===== config.mk =====
export PLATFORM = sky130hd
export DESIGN_NAME = pll_drp_sequencer
export DESIGN_NICKNAME = d
export VERILOG_FILES = /design/src/rtl/pll_drp_sequencer.sv
export SDC_FILE = /design/constraint.sdc
export NUM_CORES = 1
export LEC_CHECK = 0
export BUFFER_PORTS_ARGS = -buffer_cell sky130_fd_sc_hd__buf_2
export CORE_MARGIN = 1
export CORE_UTILIZATION = 45
export DETAILED_ROUTE_END_ITERATION = 8
export GPL_TIMING_DRIVEN = 0
export PLACE_DENSITY = 0.68
export SLEW_MARGIN = 5
export SYNTH_ARGS = -nofsm -noshare
export SYNTH_HDL_FRONTEND = slang
export SYNTH_SLANG_ARGS = --single-unit

===== constraint.sdc =====
create_clock -name clk -period 3.1 [get_ports clk]
set_input_delay 0.465 -clock clk [delete_from_list [all_inputs] [get_ports clk]]
set_output_delay 0.465 -clock clk [all_outputs]
set_load 0.01 [all_outputs]

===== src/rtl/pll_drp_sequencer.sv =====
// Reprograms a 7-series PLL/MMCM over DRP as a stream of read-modify-write entries,
// holding the PLL in reset throughout, then releasing it and waiting for lock.
`timescale 1ns/1ps
module pll_drp_sequencer #(
  parameter int RST_HOLD     = 4,
  parameter int DRDY_TIMEOUT = 255,
  parameter int LOCK_TIMEOUT = 65535
) (
  input  logic        clk,
  input  logic        rst_n,
  input  logic        start,
  output logic        busy,
  output logic        done,
  output logic        error,
  output logic [1:0]  err_code,
  input  logic        ent_valid,
  output logic        ent_ready,
  input  logic [6:0]  ent_addr,
  input  logic [15:0] ent_data,
  input  logic [15:0] ent_mask,
  input  logic        ent_last,
  output logic        drp_den,
  output logic        drp_dwe,
  output logic [6:0]  drp_daddr,
  output logic [15:0] drp_di,
  input  logic [15:0] drp_do,
  input  logic        drp_drdy,
  output logic        pll_rst,
  input  logic        pll_locked
);

  localparam int CNT_MAX0 = (LOCK_TIMEOUT > DRDY_TIMEOUT) ? LOCK_TIMEOUT : DRDY_TIMEOUT;
  localparam int CNT_MAX  = (CNT_MAX0 > RST_HOLD) ? CNT_MAX0 : RST_HOLD;
  localparam int CNT_W    = $clog2(CNT_MAX + 1);

  localparam logic [3:0] S_IDLE       = 4'd0;
  localparam logic [3:0] S_HOLD_PRE   = 4'd1;
  localparam logic [3:0] S_WAIT_ENTRY = 4'd2;
  localparam logic [3:0] S_READ       = 4'd3;
  localparam logic [3:0] S_READ_WAIT  = 4'd4;
  localparam logic [3:0] S_WRITE      = 4'd5;
  localparam logic [3:0] S_WRITE_WAIT = 4'd6;
  localparam logic [3:0] S_HOLD_POST  = 4'd7;
  localparam logic [3:0] S_WAIT_LOCK  = 4'd8;

  localparam logic [1:0] ERR_NONE = 2'd0;
  localparam logic [1:0] ERR_DRDY = 2'd1;
  localparam logic [1:0] ERR_LOCK = 2'd2;

  logic [3:0]       r_state;
  logic [CNT_W-1:0] r_cnt;
  logic [6:0]       r_addr;
  logic [15:0]      r_data;
  logic [15:0]      r_mask;
  logic             r_last;
  logic [15:0]      r_wr;
  logic             r_busy;
  logic             r_done;
  logic             r_error;
  logic [1:0]       r_err_code;
  logic             r_pll_rst;
  logic             r_lock_meta;
  logic             r_lock_sync;

  logic w_cnt_zero;
  logic w_drdy_tc;
  logic w_lock_tc;

  assign w_cnt_zero = (r_cnt == '0);
  assign w_drdy_tc  = (r_cnt == CNT_W'(DRDY_TIMEOUT - 1));
  assign w_lock_tc  = (r_cnt == CNT_W'(LOCK_TIMEOUT - 1));

  // DRP strobes decode straight from state so each access is exactly one cycle wide.
  assign drp_den   = (r_state == S_READ) || (r_state == S_WRITE);
  assign drp_dwe   = (r_state == S_WRITE);
  assign drp_daddr = r_addr;
  assign drp_di    = r_wr;
  // Combinational so the host can advance its stream before WAIT_ENTRY samples ent_valid.
  assign ent_ready = (r_state == S_WRITE_WAIT) && drp_drdy;

  assign busy     = r_busy;
  assign done     = r_done;
  assign error    = r_error;
  assign err_code = r_err_code;
  assign pll_rst  = r_pll_rst;

  always_ff @(posedge clk or negedge rst_n) begin
    if (!rst_n) begin
      r_lock_meta <= 1'b0;
      r_lock_sync <= 1'b0;
    end else begin
      // NOTE: non-blocking assignments make the two flops a true 2-stage synchronizer.
      r_lock_meta <= pll_locked;
      r_lock_sync <= r_lock_meta;
    end
  end

  always_ff @(posedge clk or negedge rst_n) begin
    if (!rst_n) begin
      // NOTE: the entry latches are reset too, so drp_daddr/drp_di read 0 out of reset.
      r_state    <= S_IDLE;
      r_cnt      <= '0;
      r_addr     <= '0;
      r_data     <= '0;
      r_mask     <= '0;
      r_last     <= 1'b0;
      r_wr       <= '0;
      r_busy     <= 1'b0;
      r_done     <= 1'b0;
      r_error    <= 1'b0;
      r_err_code <= ERR_NONE;
      r_pll_rst  <= 1'b0;
    end else begin
      r_done <= 1'b0;
      case (r_state)
        S_IDLE: begin
          if (start) begin
            r_error    <= 1'b0;
            r_err_code <= ERR_NONE;
            r_busy     <= 1'b1;
            r_pll_rst  <= 1'b1;
            r_cnt      <= CNT_W'(RST_HOLD - 1);
            r_state    <= S_HOLD_PRE;
          end
        end
        S_HOLD_PRE: begin
          if (w_cnt_zero) r_state <= S_WAIT_ENTRY;
          else            r_cnt   <= r_cnt - CNT_W'(1);
        end
        S_WAIT_ENTRY: begin
          if (ent_valid) begin
            r_addr  <= ent_addr;
            r_data  <= ent_data;
            r_mask  <= ent_mask;
            r_last  <= ent_last;
            r_state <= S_READ;
          end
        end
        S_READ: begin
          r_cnt   <= '0;
          r_state <= S_READ_WAIT;
        end
        S_READ_WAIT: begin
          // drdy wins over the terminal count when both land in the same cycle.
          if (drp_drdy) begin
            r_wr    <= (drp_do & r_mask) | r_data;
            r_state <= S_WRITE;
          end else if (w_drdy_tc) begin
            r_state    <= S_IDLE;
            r_busy     <= 1'b0;
            r_pll_rst  <= 1'b0;
            r_error    <= 1'b1;
            r_err_code <= ERR_DRDY;
          end else begin
            r_cnt <= r_cnt + CNT_W'(1);
          end
        end
        S_WRITE: begin
          r_cnt   <= '0;
          r_state <= S_WRITE_WAIT;
        end
        S_WRITE_WAIT: begin
          if (drp_drdy) begin
            if (r_last) begin
              r_cnt   <= CNT_W'(RST_HOLD - 1);
              r_state <= S_HOLD_POST;
            end else begin
              r_state <= S_WAIT_ENTRY;
            end
          end else if (w_drdy_tc) begin
            r_state    <= S_IDLE;
            r_busy     <= 1'b0;
            r_pll_rst  <= 1'b0;
            r_error    <= 1'b1;
            r_err_code <= ERR_DRDY;
          end else begin
            r_cnt <= r_cnt + CNT_W'(1);
          end
        end
        S_HOLD_POST: begin
          if (w_cnt_zero) begin
            r_pll_rst <= 1'b0;
            r_cnt     <= '0;
            r_state   <= S_WAIT_LOCK;
          end else begin
            r_cnt <= r_cnt - CNT_W'(1);
          end
        end
        S_WAIT_LOCK: begin
          if (r_lock_sync) begin
            r_done  <= 1'b1;
            r_busy  <= 1'b0;
            r_state <= S_IDLE;
          end else if (w_lock_tc) begin
            r_state    <= S_IDLE;
            r_busy     <= 1'b0;
            r_error    <= 1'b1;
            r_err_code <= ERR_LOCK;
          end else begin
            r_cnt <= r_cnt + CNT_W'(1);
          end
        end
        default: begin
          r_state   <= S_IDLE;
          r_busy    <= 1'b0;
          r_pll_rst <= 1'b0;
        end
      endcase
    end
  end

endmodule

* After elaboration in Yosys (flattened, before gate mapping) *
Index checks and enable logic that the tools add are counted.

cells by class
  $add $sub $neg = 2
  multipliers = 0
  divide/modulo/power cells = 0
  magnitude comparators = 0
  equality and inequality tests = 23
  shift-type cells = 0
  muxes and demuxes = 43
  bitwise operators = 4
  reduce and logical (&&, ||, !) cells = 17

operators with widths
  operator                                              count
  2-to-1 mux 16 bit                                     9
  one-hot mux 16 bit (7 select lines)                   1
  2-to-1 mux 4 bit                                      9
  one-hot mux 4 bit (9 select lines)                    1
  inequality test 2 bit, second input constant          10
  adder 16 x 1 -> 16 bit, second input constant         1
  bitwise AND 16 bit                                    1
  equality test 16 bit, second input constant           1
  equality test 16 x 8 -> 1 bit, second input constant  1
  equality test 4 x 3 -> 1 bit, second input constant   4
  logical NOT 16 bit                                    1
  OR 16 bit                                             1
  subtractor 16 x 1 -> 16 bit, second input constant    1
  AND reduction 5 bit                                   3
  2-to-1 mux 1 bit                                      13
  2-to-1 mux 2 bit                                      5
  OR reduction 5 bit                                    2
  equality test 4 x 2 -> 1 bit, second input constant   2
  one-hot mux 1 bit (4 select lines)                    2
  AND reduction 7 bit                                   1
  nonzero test 7 bit                                    1
  inequality test 3 bit, second input constant          2
  one-hot mux 2 bit (3 select lines)                    1
  AND reduction 6 bit                                   1
  other kinds (12)                                      15

word-level totals
  bits in registers = 84
  bits in latches = 0
  bits in writable memories = 0
  ROM bits = 0
  output and inout bits = 32
  memories kept = 0

* Longest topological paths before layout *
  depth after elaboration = 4
  mapped depth = 10
  depth with buffers taken out = 8

* Worst setup path before layout *
OpenSTA, ideal clock, no wires.

  kind = flip-flop to flip-flop
  start point = register r_cnt[8]
  end point = register r_cnt[7]
  arrival time = 2,245 ps
  required time = 2,952 ps
  path slack = 707 ps
  stages on the path, launching flop included = 10
  path buffers = 3
  clock period less this slack = 2,393 ps
  path through = dfrtp_1 -> buf_6 -> or4_4 -> or4_1 -> buf_6 -> a21oi_4 -> buf_6 -> o22ai_1 -> a31oi_1 -> a41oi_1

between the ends
  cells in the longest elaborated chain, start to end = 4

ends and longest elaborated chain
  item                                         line  text
  start, declared                              51    logic [CNT_W-1:0] r_cnt;
  start signal, assigned                       122   r_cnt <= CNT_W'(RST_HOLD - 1);
  start signal, assigned                       128   else r_cnt <= r_cnt - CNT_W'(1);
  start signal, assigned                       155   r_cnt <= r_cnt + CNT_W'(1);
  equality test 16 x 8 -> 1 bit                70    assign w_drdy_tc = (r_cnt == CNT_W'(DRDY_TIMEOUT - 1));
  2-to-1 mux 16 bit                            --
  2-to-1 mux 16 bit, on equally long branches  --
  one-hot mux 16 bit (7 select lines)          115   case (r_state)

Parallel ways exist; a longest one is shown, timed or not. The select of a mux whose other input is x is not followed.
A chain may end at the register's enable or synchronous reset.

* Worst setup path in the final report *
  start point = register r_state[1]
  end point = register r_cnt[6]

between the ends
  cells in the longest elaborated chain, start to end = 4

ends and longest elaborated chain
  item                                                                          line  text
  start, declared                                                               50    logic [3:0] r_state;
  start signal, assigned                                                        101   r_state <= S_IDLE;
  start signal, assigned                                                        123   r_state <= S_HOLD_PRE;
  start signal, assigned                                                        127   if (w_cnt_zero) r_state <= S_WAIT_ENTRY;
  equality test 4 x 3 -> 1 bit or equality test 4 x 2 -> 1 bit (tied branches)  115
  OR reduction 2 bit (no source line)                                           --
  nonzero test 7 bit (no source line)                                           --
  AND reduction 7 bit (no source line)                                          --

Parallel ways exist; a longest one is shown, timed or not.

==> summary.md <==
* predominant post-synthesis flop cell: sky130_fd_sc_hd__dfrtp_1
* total inserted antenna cells: 0
* Power Density: 1090 nW/µm²
* row count: 35
* Worst slew margin: 55.7%
* grt ovf: 0
* num ports: 94
* Hold Worst Slack: 28.7 ps
* RSZ-0062 raised after global routing: no
* count of input and output buffers: 93
* # nets final: 623
* Max Transition Viols Final: 0
* average routed wire per standard cell: 17.0 µm
* CP dominant cell by count: sky130_fd_sc_hd__clkbuf_1
* number of synthesis warnings: 0
* total negative slack: 0 ps
* fraction of layout instances using a drive strength above 1: 30.2%
* startpoint of the worst register-to-register path: r_state[1]
* half-perimeter wire length after detailed placement: 8.53 mm
* number of enable-type register cells in the synthesized netlist: 0
* pin count of the biggest net entering global routing: 55
* fmax: 350 MHz
* path type of the worst min-delay path: input pin to async pin
* data arrival time of the worst path: 3140 ps
* highest-count cells in the layout ignoring fill and taps: sky130_fd_sc_hd__buf_2, sky130_fd_sc_hd__dfrtp_1, sky130_fd_sc_hd__nand2_1
* Required @ worst endpoint: 3380 ps
* number of antenna violations at the first check in global routing: 0
* Routability Congestion: 0.941
* final critical path time including I/O delays and setup: 2860 ps
* critical-path maximum fanout: 10
* category of the worst setup path capture point: flip-flop
* total die area: 10,100 µm²
* initial standard-cell utilization of the core: 47.0%
* number of detailed-routing iterations run before antenna repair: 5
* clock latency on the worst-skew pair: 350 ps
* leading cell type in the layout, fill and taps excluded: sky130_fd_sc_hd__buf_2
* floorplan die width: 101 µm
* total wire length: 11.8 mm
* deepest clock path buffer count: 2
* max-cap check violation count: 0
* crit path launch type: flip-flop
* ANT nets after route: 0
* global-route wire length before repair: 18.7 mm
* root buffer selected by CTS: sky130_fd_sc_hd__clkbuf_8
* Worst Clk Skew: 13.2 ps
* Inserted Clock Buffers: 9
* number of global-route vias before repair: 3,789
* Post CTS Setup Buffer Count: 0
* number of DRC violations after detailed routing: 0
* number of different library cells in the post-synthesis netlist: 63
* Die Ht: 101 µm
* Mapped Nets: 518
* r2r endpoint: r_cnt[6]
* Worst Reg-to-Reg Cells: 7
* area inside the core boundary: 9330 µm²
* post-synthesis instance area: 4390 µm²
* cell type of the slowest stage on the worst timing path: sky130_fd_sc_hd__o21ai_0
* DR vias: 3,987
* number of H-tree branching levels: 3
* VDD IR-drop max: 0.480 mV
* fill cell instance count of the final layout: 863
* part of the Yosys area used for sequential elements: 47.9%
* synthesized instance count: 452
* GRT Util Overall: 23.9%
* fraction of synthesis flops using an asynchronous set or reset pin: 100%
* Vias/cell: 5.77
* path type of the worst setup path: flip-flop to flip-flop
* Critical Path Max Stage Delay: 610 ps
* setup slack of the worst register-to-register path: 240 ps
* clock sink total: 84
* crit share post-route: 92.3%
* count of endpoints failing hold in the final timing report: 0
* list of cells traversed by the critical path: clkbuf_1 > nand4b_1 > o21ai_0 > clkbuf_1 > nand2_1 > a21o_1 > a21oi_1
* CTS tree: yes
* average footprint of a synthesized cell: 9.71 µm²
* run status: completed
* transition time at the pin with the least slew margin: 663 ps
* Syn-to-layout area delta: 19.4%
* endpoints failing setup: 0
* clock transition at the registers of the reported paths: 100 ps
* Yosys reg bits: 84
* drt initial violations: 307
* leakage: 2.36 nW
## cell usage after synthesis (6+ instances only)
| library cell | number | area [µm²] |
|---|---|---|
| sky130_fd_sc_hd__o22ai_1 | 8 | 50.1 |
| sky130_fd_sc_hd__nand3_1 | 13 | 65.1 |
| sky130_fd_sc_hd__a21oi_1 | 40 | 200 |
| sky130_fd_sc_hd__o21ai_1 | 7 | 35.0 |
| sky130_fd_sc_hd__dfrtp_1 | 84 | 2100 |
| sky130_fd_sc_hd__inv_1 | 10 | 37.5 |
| sky130_fd_sc_hd__mux2_2 | 40 | 450 |
| sky130_fd_sc_hd__buf_1 | 6 | 22.5 |
| sky130_fd_sc_hd__or3_1 | 6 | 37.5 |
| sky130_fd_sc_hd__clkbuf_1 | 21 | 78.8 |
| sky130_fd_sc_hd__nand4_1 | 8 | 50.1 |
| sky130_fd_sc_hd__nand2_1 | 41 | 154 |
| sky130_fd_sc_hd__o21ai_0 | 33 | 165 |
| sky130_fd_sc_hd__nor3_1 | 14 | 70.1 |
| sky130_fd_sc_hd__nor2_1 | 29 | 109 |
## where the power goes
group | internal (mW) | switching (mW)
combinational | 1.22 | 1.87
sequential | 1.59 | 0.306
clock | 0.303 | 0.439
## registers in the layout (all words and copies together) (netlist names)
signal,count
drp_di,16
r_cnt,16
r_data,16
r_mask,16
drp_daddr,7
r_state,4
err_code,2
busy,1
done,1
error,1
pll_rst,1
r_last,1
r_lock_meta,1
r_lock_sync,1
## critical path: cells and delay by family (launching register included)
kind,cells,cell delay [ps]
buffers and inverters,2,950
DFF,1,450
AOI/OAI and AO/OA,3,960
and+or+nand+nor,2,430
## layout make-up
| type | instances | area [µm²] | share of cell area, % |
|---|---|---|---|
| Buffer | 33 | 151 | 2.89 |
| Clock buffer | 9 | 124 | 2.36 |
| Clock inverter | 7 | 57.6 | 1.10 |
| Inverter | 10 | 37.5 | 0.717 |
| Multi-Input combinational cell | 325 | 2110 | 40.3 |
| Sequential cell | 84 | 2100 | 40.1 |
| Tap cell | 129 | 161 | 3.08 |
| Timing Repair Buffer | 94 | 495 | 9.46 |
## kinds of logic after synthesis
group / count (synthesis) / share of synthesized area [%]
AOI/OAI and AO/OA: 130 / 18.4
adders and majority gates: 4 / 1.14
xor gates and xnor gates: 2 / 0.399
buffers and inverters: 43 / 4.28
muxes: 41 / 10.5
DFF: 84 / 47.9
and+or+nand+nor: 148 / 17.3
## metrics by stage
step	total power [mW]	instance area, µm²	setup slack [ps]	util [%]	instances
floorplan	4.01	4390	707	-	452
global placement	4.84	5010	131	53.7	674
detailed placement	4.93	5040	136	54.1	675
CTS	5.69	5230	96.7	56.0	691
global route	6.15	5240	29.3	56.2	691
finish	5.73	5240	239	56.2	691
## worst max path at each step
| stage | from | end | slack (ps) | cells after the start |
|---|---|---|---|---|
| 2_1_floorplan | r_cnt[8] | r_cnt[7] | 710 | 9 |
| 3_5_place_dp | r_cnt[5] | r_cnt[9] | 140 | 9 |
| 6_report | r_state[1] | r_cnt[6] | 240 | 7 |
| 5_1_grt | r_cnt[0] | r_cnt[0] | 30 | 10 |
| 4_1_cts | r_cnt[5] | r_cnt[9] | 100 | 9 |
| 3_3_place_gp | r_cnt[5] | r_cnt[9] | 130 | 9 |
## routing by layer
layer	vias up	wire length (µm)	GRT usage, %
li1	1867	-	-
met1	1932	4950	32.3
met2	169	5730	38.5
met3	19	866	4.79
met4	0	206	8.58
met5	-	0	0
## what timing repair did
action / CTS / global route
resized for setup: 0 / 4
hold buffers: 0 / 0
setup endpoints to repair: 0 / 18
Power figures use the tool's default switching activity.
